$ cat config.mk
export PLATFORM = sky130hd
export DESIGN_NAME = div_8by4_seq_flat
export DESIGN_NICKNAME = d
export VERILOG_FILES = /design/src/rtl/div_pkg.sv /design/src/rtl/div_if.sv /design/src/rtl/div_step.sv /design/src/rtl/div_8by4_seq.sv /design/src/flat_wrapper.sv
export SDC_FILE = /design/constraint.sdc
export NUM_CORES = 1
export LEC_CHECK = 0
export ABC_CLOCK_PERIOD_IN_PS = 3770
export BUFFER_PORTS_ARGS = -buffer_cell sky130_fd_sc_hd__buf_2
export CAP_MARGIN = 20
export CORE_MARGIN = 5
export CORE_UTILIZATION = 60
export CTS_BUF_LIST = sky130_fd_sc_hd__clkbuf_4
export DETAILED_ROUTE_END_ITERATION = 10
export GPL_TIMING_DRIVEN = 0
export PLACE_DENSITY_LB_ADDON = 0.05
export SETUP_SLACK_MARGIN = 0.3
export SLEW_MARGIN = 20
export SYNTH_ARGS = -nofsm -noshare
export SYNTH_HDL_FRONTEND = slang
export SYNTH_SLANG_ARGS = --single-unit
$ cat constraint.sdc
create_clock -name clk_i -period 3.77 [get_ports clk_i]
set_clock_uncertainty 0.15 [all_clocks]
set_input_delay 0.377 -clock clk_i [delete_from_list [all_inputs] [get_ports clk_i]]
set_output_delay 0.377 -clock clk_i [all_outputs]
set_load 0.02 [all_outputs]
$ cat src/rtl/div_pkg.sv
// Shared types and default widths for the sequential restoring divider.
package div_pkg;

    localparam int DIV_DIVIDEND_W = 8;
    localparam int DIV_DIVISOR_W  = 4;
    localparam int CNT_W          = $clog2(DIV_DIVIDEND_W);

    typedef enum logic [1:0] {
        IDLE = 2'd0,
        CALC = 2'd1,
        DONE = 2'd2
    } div_state_e;

endpackage

$ cat src/rtl/div_if.sv
// Start/done handshake and operand/result bus between a control FSM and the divider.
interface div_if #(
    parameter int DIVIDEND_W = div_pkg::DIV_DIVIDEND_W,
    parameter int DIVISOR_W  = div_pkg::DIV_DIVISOR_W
);
    logic                  start_i;
    logic [DIVIDEND_W-1:0] dividend_i;
    logic [DIVISOR_W-1:0]  divisor_i;
    logic                  busy_o;
    logic                  done_o;
    logic [DIVIDEND_W-1:0] quotient_o;
    logic [DIVISOR_W-1:0]  remainder_o;
    logic                  div_by_zero_o;

    modport master (
        output start_i, dividend_i, divisor_i,
        input  busy_o, done_o, quotient_o, remainder_o, div_by_zero_o
    );

    modport slave (
        input  start_i, dividend_i, divisor_i,
        output busy_o, done_o, quotient_o, remainder_o, div_by_zero_o
    );
endinterface

$ cat src/rtl/div_step.sv
// One restoring-division iteration: shift in a dividend bit, trial-subtract the divisor.
module div_step #(
    parameter int DIVISOR_W = div_pkg::DIV_DIVISOR_W
) (
    input  logic [DIVISOR_W:0]   rem,
    input  logic                 din,
    input  logic [DIVISOR_W-1:0] divisor,
    output logic [DIVISOR_W:0]   rem_nxt,
    output logic                 q_bit
);
    logic [DIVISOR_W:0] shifted;
    logic [DIVISOR_W:0] diff;
    logic               rem_msb_unused;

    // The MSB is shifted out; it is always 0 after a restoring step anyway.
    assign rem_msb_unused = rem[DIVISOR_W];
    assign shifted        = {rem[DIVISOR_W-1:0], din};
    assign diff           = shifted - {1'b0, divisor};
    assign q_bit          = (shifted >= {1'b0, divisor});
    assign rem_nxt        = q_bit ? diff : shifted;
endmodule

$ cat src/rtl/div_8by4_seq.sv
// Sequential restoring divider: one quotient bit per clock, start/done handshake.
module div_8by4_seq
    import div_pkg::*;
#(
    parameter int DIVIDEND_W = DIV_DIVIDEND_W,
    parameter int DIVISOR_W  = DIV_DIVISOR_W
) (
    input  logic clk_i,
    input  logic rst_i,
    div_if.slave bus
);
    localparam int CW = $clog2(DIVIDEND_W);

    div_state_e            state, state_nxt;
    logic [CW-1:0]         cnt;
    logic [DIVIDEND_W-1:0] dvd_sh;
    logic [DIVIDEND_W-1:0] quo_sh;
    logic [DIVISOR_W:0]    rem;
    logic [DIVISOR_W-1:0]  dsr;
    logic [DIVISOR_W:0]    rem_nxt;
    logic                  q_bit;
    logic                  accept;
    logic                  last;
    logic [DIVIDEND_W-1:0] quo_nxt;

    div_step #(.DIVISOR_W(DIVISOR_W)) u_step (
        .rem     (rem),
        .din     (dvd_sh[DIVIDEND_W-1]),
        .divisor (dsr),
        .rem_nxt (rem_nxt),
        .q_bit   (q_bit)
    );

    assign quo_nxt = {quo_sh[DIVIDEND_W-2:0], q_bit};

    always_comb begin
        state_nxt = state;
        accept    = 1'b0;
        last      = 1'b0;
        case (state)
            IDLE: begin
                if (bus.start_i) begin
                    accept    = 1'b1;
                    // A zero divisor skips the iterations entirely.
                    state_nxt = (bus.divisor_i == '0) ? DONE : CALC;
                end
            end
            CALC: begin
                if (cnt == '0) begin
                    last      = 1'b1;
                    state_nxt = DONE;
                end
            end
            DONE:    state_nxt = IDLE;
            default: state_nxt = IDLE;
        endcase
    end

    always_ff @(posedge clk_i or posedge rst_i) begin
        if (rst_i) state <= IDLE;
        else       state <= state_nxt;
    end

    always_ff @(posedge clk_i or posedge rst_i) begin
        if (rst_i) begin
            cnt               <= '0;
            dvd_sh            <= '0;
            quo_sh            <= '0;
            rem               <= '0;
            dsr               <= '0;
            bus.busy_o        <= 1'b0;
            bus.done_o        <= 1'b0;
            bus.quotient_o    <= '0;
            bus.remainder_o   <= '0;
            bus.div_by_zero_o <= 1'b0;
        end else begin
            // Status flags track the state being entered, so they are glitch-free registers.
            bus.busy_o <= (state_nxt != IDLE);
            bus.done_o <= (state_nxt == DONE);
            if (accept) begin
                dvd_sh <= bus.dividend_i;
                dsr    <= bus.divisor_i;
                cnt    <= CW'(DIVIDEND_W - 1);
                rem    <= '0;
                quo_sh <= '0;
                if (bus.divisor_i == '0) begin
                    bus.quotient_o    <= '1;
                    bus.remainder_o   <= '0;
                    bus.div_by_zero_o <= 1'b1;
                end
            end else if (state == CALC) begin
                rem    <= rem_nxt;
                dvd_sh <= {dvd_sh[DIVIDEND_W-2:0], 1'b0};
                quo_sh <= quo_nxt;
                if (last) begin
                    bus.quotient_o    <= quo_nxt;
                    bus.remainder_o   <= rem_nxt[DIVISOR_W-1:0];
                    bus.div_by_zero_o <= 1'b0;
                end else begin
                    cnt <= cnt - 1'b1;
                end
            end
        end
    end
endmodule

$ cat src/flat_wrapper.sv
// flat-port wrapper written by rule: the top's interface ports become plain ports
module div_8by4_seq_flat import div_pkg::*;
#(
    parameter int DIVIDEND_W = DIV_DIVIDEND_W,
    parameter int DIVISOR_W  = DIV_DIVISOR_W
)
  (clk_i, rst_i, bus_start_i, bus_dividend_i, bus_divisor_i, bus_busy_o, bus_done_o, bus_quotient_o, bus_remainder_o, bus_div_by_zero_o);
  div_if #(.DIVIDEND_W(DIVIDEND_W), .DIVISOR_W(DIVISOR_W)) bus_i ();
  input  logic clk_i;
  input  logic rst_i;
  input wire logic [$bits(bus_i.start_i)-1:0] bus_start_i;
  input wire logic [$bits(bus_i.dividend_i)-1:0] bus_dividend_i;
  input wire logic [$bits(bus_i.divisor_i)-1:0] bus_divisor_i;
  output wire logic [$bits(bus_i.busy_o)-1:0] bus_busy_o;
  output wire logic [$bits(bus_i.done_o)-1:0] bus_done_o;
  output wire logic [$bits(bus_i.quotient_o)-1:0] bus_quotient_o;
  output wire logic [$bits(bus_i.remainder_o)-1:0] bus_remainder_o;
  output wire logic [$bits(bus_i.div_by_zero_o)-1:0] bus_div_by_zero_o;
  assign bus_i.start_i = bus_start_i;
  assign bus_i.dividend_i = bus_dividend_i;
  assign bus_i.divisor_i = bus_divisor_i;
  assign bus_busy_o = bus_i.busy_o;
  assign bus_done_o = bus_i.done_o;
  assign bus_quotient_o = bus_i.quotient_o;
  assign bus_remainder_o = bus_i.remainder_o;
  assign bus_div_by_zero_o = bus_i.div_by_zero_o;
  div_8by4_seq #(.DIVIDEND_W(DIVIDEND_W), .DIVISOR_W(DIVISOR_W)) u_core (.clk_i(clk_i), .rst_i(rst_i), .bus(bus_i));
endmodule
==> qor.yml, run 1 <==
run_status:
  outcome: "complete, no violations"
setup_path:
  cp-end-kind: "flop"
  path_class: "reg2reg"
  worstPathMaxFanout: 6
  critPathBufInv: 0
  cp_data_arrival_time_ps: 2160
  start_kind: "flop"
  cpPeakStageDelay_ps: 440
  cp_top_family: "compound AO/OA/AOI/OAI gates"
  crit_chain: "ha_1 -> or2_1 -> a21boi_2 -> a31oi_2 -> mux2_4 -> a21oi_2"
  worstPathRequired_ps: 3920
  crit_slowest_cell: "dfrtp_1"
power_and_ir_drop:
  p_leak_uw: 0.00114
  p_per_area_mw_per_mm2: 932
  peakVddDrop_mv: 0.504
synth:
  ys_seq_elements: 43
  synth_top_area_cell: "dfrtp_1"
  synthTopCellsByArea: "dfrtp_1 54%, nand2_1 7.2%, o21ai_0 4.0%"
  yosysUniqueCellTypes: 33
  ys_seq_area_frac: 0.540
  syn_area_per_cell_um2: 9.54
  ys_warn_count: 0
  netlist_area_mm2: 0.00199
  synthCells: 209
  syn-num-nets: 231
  synth_top_area_share: 0.540
routing:
  drt_first_pass_iters: 4
  viasPerCell: 5.09
  drt_iter0_markers: 113
  wire_per_inst_um: 13.0
  post-route-drc-count: 0
  finalWirelength_mm: 3.83
  postRouteAntennaNets: 0
  vias: 1496
timing:
  fmax_mhz: 495
  relSlewSlack: 0.688
  hold_viol_final: 0
  fin_crit_ps: 2020
  setup_tns_ps: 0
  period_share: 0.535
  final_max_slew_viol_count: 0
  worstMarginPinSlew_ps: 468
  rsz0062_at_grt: "no"
  setup_viol: 0
clock_network:
  clock_latency_ps: 360
  cts_max_path_buffers: 2
  root_buffer: "clkbuf_4"
  cts_tree: "yes"
  cts_resized: 0
  htree_levels: 2
  cts_hold_buf: 1
  numCtsBuffers: 5
  post_cts_buffers: 0
  clkTransAtPathRegs_ps: 120
  clock_sinks: 43
placed_design:
  port_buffers: 29
  placed_area_mm2: 0.00222
  gp_congestion: 0.882
  place_inst: 285
  dp_hpwl_mm: 2.94
floorplan:
  fp.dieH_um: 67.7
  initial_core_util: 0.607
  ios: 30
  coreArea_mm2: 0.00328
  num_rows: 21
  dieWidth_um: 67.7
  die_area_mm2: 0.00458
grt:
  grt_overflow: 0
  antenna_found_initial: 0
  grt_max_degree: 34
  grt_first_pass_wirelength_mm: 6.84
  grt_pass1_vias: 1531
  grt_use_total: 0.201
finish:
  syn2layout_area_growth_pct: 15.5
  drive_gt1_frac: 0.222
  diodes: 0
  stdcell_count: 294
  fin_area_mm2: 0.00230
  final_nets: 269
job:
  max-cap-violations: 0
worst_hold_path:
  hold_class: "in2reg"
-- placed cells by master (no fill, tap or decap), types with 2 or more instances in the layout --
cell type	n
o21ai_0	16
nand2b_1	3
inv_1	17
mux2_4	2
a21oi_1	15
dfrtp_1	43
nand3_1	11
o22a_1	7
ha_1	6
nor2_1	15
o22ai_1	2
or2_1	2
clkbuf_4	5
buf_2	36
nand2_1	38
o21ai_2	3
mux2i_1	2
clkbuf_1	3
-- cell families (layout without fill, tap and decap cells) --
logic type      count (synthesis)  after routing  synth area share
compound gates                 49             49             0.154
xor+xnor                        1              1           0.00439
fa+ha+maj                       7              7            0.0477
buf+inv                        29             68            0.0590
flops                          43             43             0.540
mux                             5              5            0.0307
simple gates                   75             75             0.164
-- metrics by stage --
step	worst slack (ps)	utilization	hold WS (ps)	total power, uW
finish	1750	0.701	71.7	2150
global route	1640	0.701	81.1	2340
CTS	1750	0.701	68.8	2170
detailed placement	1780	0.675	167	1890
global placement	1780	0.669	307	1830
floorplan	1950	-	291	1610
-- layout make-up --
class / instances / area, um^2
clock buffers: 5 / 37.5
fillers: 280 / 981
multi-input cells: 137 / 801
clock inverters: 3 / 38.8
repair buffers: 31 / 175
inverters: 18 / 67.6
well taps: 46 / 57.6
flip-flops and latches: 43 / 1080
plain buffers: 11 / 50.0
-- per-layer routing --
metal / vias up / wire, um / GRT usage
li1: 768 / - / -
met1: 690 / 1730 / 0.248
met2: 31 / 1840 / 0.335
met3: 7 / 181 / 0.0416
met4: 0 / 71 / 0.0962
met5: - / 0 / 0
-- report_power, final --
| part | internal [uW] | switching (uW) | leakage (uW) |
|---|---|---|---|
| sequential | 681 | 121 | 0.000512 |
| combinational | 450 | 614 | 0.000590 |
| clock | 136 | 145 | 0.0000426 |
| total | 1270 | 880 | 0.00114 |
-- final timing paths --
kind	startpoint	end	slack, ps	cells past startpoint
setup / recovery	u_core.rem[1]	u_core.rem[1]	1750	6
hold / removal	bus_dividend_i[0]	u_core.dvd_sh[0]	70	3
setup reg to reg	u_core.rem[1]	u_core.rem[1]	1750	6
hold reg to reg	u_core.cnt[0]	u_core.cnt[0]	330	1
max in group asynchronous	rst_i	u_core.dsr[1]	2710	4
min in group asynchronous	rst_i	u_core.cnt[1]	330	3
-- synth_stat cells --
cell,n
dfrtp_1,43
nand2_1,38
inv_1,18
o21ai_0,16
a21oi_1,15
nor2_1,15
nand3_1,11
buf_2,7
o22a_1,7
ha_1,6
clkbuf_1,3
nand2b_1,3
o21ai_2,3
mux2_4,2
mux2i_1,2
o22ai_1,2
or2_1,2
a21boi_0,1
a21boi_2,1
a21oi_2,1
a31oi_2,1
and2_1,1
and2b_1,1
buf_1,1
fa_1,1
mux2_2,1
nor2_4,1
nor2b_1,1
nor3_1,1
nor4_1,1
o21ai_1,1
o31ai_1,1
xnor2_1,1
-- registers in the layout (all words and copies together) (netlist names) --
| signal | flops |
|---|---|
| u_core.bus.quotient_o | 8 |
| u_core.dvd_sh | 8 |
| u_core.quo_sh | 7 |
| u_core.bus.remainder_o | 4 |
| u_core.dsr | 4 |
| u_core.rem | 4 |
| u_core.cnt | 3 |
| u_core.state | 2 |
| u_core.bus.busy_o | 1 |
| u_core.bus.div_by_zero_o | 1 |
| u_core.bus.done_o | 1 |
-- worst min-delay path, stage by stage --
cell and delay, ps:
buf_2 80, nand2_1 40, o31ai_1 50
Power figures use the tool's default switching activity.
==> inputs of run 2 (changes only) <==
ABC_AREA = 1   (was unset)
ABC_CLOCK_PERIOD_IN_PS = 2050   (was 3770)
CORE_UTILIZATION = 58   (was 60)
clock period = 2.05 ns   (was 3.77 ns; I/O delays follow)
==> qor.yml, run 2 <==
run_status:
  outcome: "complete, no violations"
timing:
  worstMarginPinSlew_ps: 467  # -0.975 ps
  layout_setup_ws_ps: 364  # -1390 ps
  period_share: 0.823  # +0.287
  relSlewSlack: 0.687  # about the same
  hold_viol_final: 0  # unchanged
  setup_tns_ps: 0  # unchanged
  fin_crit_ps: 1690  # -332 ps
  final_max_slew_viol_count: 0  # unchanged
  fmax_mhz: 593  # +20%
  setup_viol: 0  # unchanged
  rsz0062_at_grt: "no"
synth:
  netlist_area_mm2: 0.00204  # +2.3%
  syn_area_per_cell_um2: 9.02  # -5.4%
  synth_top_family_by_area: "simple AND/OR/NAND/NOR gates"
  synthMuxAreaShare: 0  # -0.0307
  synth_edf_count: 0  # unchanged
  async_flop_share: 1.00  # unchanged
  synth_fa_ha_area_frac: 0.0466  # -0.00105
  synth_flop_cell: "dfrtp_1"
  syn-num-nets: 248  # +7.4%
  yosysMostFrequentCell: "nand2_1"
  synth_compound_area_frac: 0.102  # -0.0519
  synth-simple-area-share: 0.228  # +0.0632
  synth_top_area_cell: "dfrtp_1"
  ys_warn_count: 0  # unchanged
  synthCells: 226  # +8.1%
  ys_seq_elements: 43  # unchanged
  synth_common_cells: "71 x nand2_1, 43 x dfrtp_1, 28 x inv_1"
  synthTopCellsByArea: "dfrtp_1 53%, nand2_1 13%, inv_1 5.2%"
  ys_seq_area_frac: 0.528  # -0.0119
  yosysUniqueCellTypes: 29  # -12%
  synth_top_area_share: 0.528  # -0.0119
  synth_xor_area_frac: 0.00429  # -0.0000970
clock_network:
  cts_tree: "yes"
  htree_levels: 2  # unchanged
  root_buffer: "clkbuf_4"
  clock_latency_ps: 350  # about the same
  clock_sinks: 43  # unchanged
  clkTransAtPathRegs_ps: 130  # about the same
  numCtsBuffers: 5  # unchanged
  cts_max_path_buffers: 2  # unchanged
finish:
  layout_common_cells: "63 x nand2_1, 43 x dfrtp_1, 32 x buf_2"
  syn2layout_area_growth_pct: 27.2
  stdcell_count: 329  # +12%
  final_nets: 304  # +13%
  reg_top3: "u_core.bus.quotient_o (8), u_core.dvd_sh (8), u_core.quo_sh (7)"
  layout_commonest_cell: "nand2_1"
  diodes: 0  # unchanged
  drive_gt1_frac: 0.343  # +0.121
setup_path:
  cp_data_arrival_time_ps: 1830  # -330 ps
  start_kind: "flop"
  worstPathMaxFanout: 6  # unchanged
  r2r_cells: 11  # +5
  cp-end-kind: "flop"
  r2r_slack_ps: 360  # -1390 ps
  path_class: "reg2reg"
  worstPathRequired_ps: 2190  # -1730 ps
routing:
  postRouteAntennaNets: 0  # unchanged
  drt_first_pass_iters: 4  # unchanged
  finalWirelength_mm: 4.15  # +8.3%
  vias: 1656  # +11%
  viasPerCell: 5.03  # -1.1%
  wire_per_inst_um: 12.6  # -3.2%
  drt_iter0_markers: 87  # -23%
  post-route-drc-count: 0  # unchanged
grt:
  grt_pass1_vias: 1563  # +2.1%
  grt_use_total: 0.184  # -0.0172
  grt_max_degree: 31  # -8.8%
  grt_overflow: 0  # unchanged
  grt_first_pass_wirelength_mm: 7.14  # +4.3%
  antenna_found_initial: 0  # unchanged
floorplan:
  initial_core_util: 0.606  # -0.000839
  die_area_mm2: 0.00480  # +4.9%
  num_rows: 21  # unchanged
  dieWidth_um: 69.3  # +2.4%
  fp.dieH_um: 69.3  # +2.4%
  ios: 30  # unchanged
  coreArea_mm2: 0.00336  # +2.4%
placed_design:
  gp_congestion: 0.752  # -15%
  port_buffers: 29  # unchanged
  dp_hpwl_mm: 2.76  # -6.1%
  dp_slack_ps: 205  # -1580 ps
  place_inst: 302  # +6.0%
power_and_ir_drop:
  peakVddDrop_mv: 0.888  # +76%
  p_per_area_mw_per_mm2: 1710  # +83%
  p_leak_uw: 0.00136  # +18%
job:
  max-cap-violations: 0  # unchanged
worst_hold_path:
  hold_class: "in2async"
==> run 2: cell types whose count changed after synthesis, sizes merged, moves of 3 or more <==
| cell | before | now |
|---|---|---|
| inv | 18 | 34 |
| o22ai | 2 | 5 |
| nand4 | 0 | 4 |
| nand3 | 11 | 15 |
| nand2b | 3 | 0 |
| a21oi | 16 | 1 |
| o22a | 7 | 0 |
| mux2 | 3 | 0 |
| clkbuf | 3 | 0 |
| nor2 | 16 | 12 |
| nand2 | 38 | 75 |
| o21ai | 20 | 17 |
==> run 2: cell type report <==
cell class                      instances  area (um^2)
Buffer                                  7         56.3
Clock buffer                            6         45.0
Clock inverter                          2         12.5
Fill cell                             266          768
Inverter                               34          130
Multi-Input combinational cell        142          877
Sequential cell                        43         1080
Tap cell                               46         57.6
Timing Repair Buffer                   49          340
==> run 2: where the power goes <==
part           switching, uW  leakage (uW)  total (uW)  internal (uW)
Combinational           1560      0.000782        2580           1020
Sequential               208      0.000543        1440           1230
Clock                    272     0.0000317         418            146
Total                   2040       0.00136        4440           2400
==> run 2: repair_timing <==
item                                    in CTS  in global routing
hold endpoints to repair                    55                  0
buffers inserted                             0                  6
hold buffers                                13                  0
gates cloned                                 0                  0
pin swaps                                    0                 11
resized for setup                            2                 21
endpoints found under the setup margin       9                 11
==> run 2: through the flow <==
stage               utilization  total power, uW  hold WS [ps]  cell area, um^2
global placement          0.667             3500           273             2240
CTS                       0.733             4040           162             2460
floorplan                     -             3070           182             2040
finish                    0.772             4440           183             2590
global route              0.772             4860           175             2590
detailed placement        0.673             3570          30.9             2260
==> run 2: worst paths after layout <==
kind                               start                       end
hold / removal                     rst_i         u_core.bus.busy_o
setup reg to reg           u_core.rem[1]             u_core.rem[0]
hold reg to reg            u_core.cnt[0]             u_core.cnt[0]
max in group asynchronous          rst_i          u_core.quo_sh[3]
setup / recovery           u_core.rem[1]             u_core.rem[0]
min in group clk_i           bus_start_i  u_core.bus.div_by_zero_o
==> run 2: metal layers <==
metal / up-vias / track usage / wire (um)
met5: - / 0 / 0
met3: 9 / 0.0522 / 240
li1: 830 / - / -
met1: 771 / 0.238 / 1850
met4: 0 / 0.0759 / 70
met2: 46 / 0.290 / 1980
==> run 2: cells by family after synthesis <==
group,count (synthesis)
buf+inv,41
fa+ha+maj,7
xor+xnor,1
flops,43
simple gates,106
compound gates,28
==> run 2: critical path: stages, from the launching register on <==
cell	delay, ps
dfrtp_1	440
ha_4	320
nand2_2	60
inv_2	40
nand2_1	40
nand2_1	70
nand2_2	110
nand2_4	130
nand3_2	80
nand2_2	80
nand2_1	50
nand2_1	60
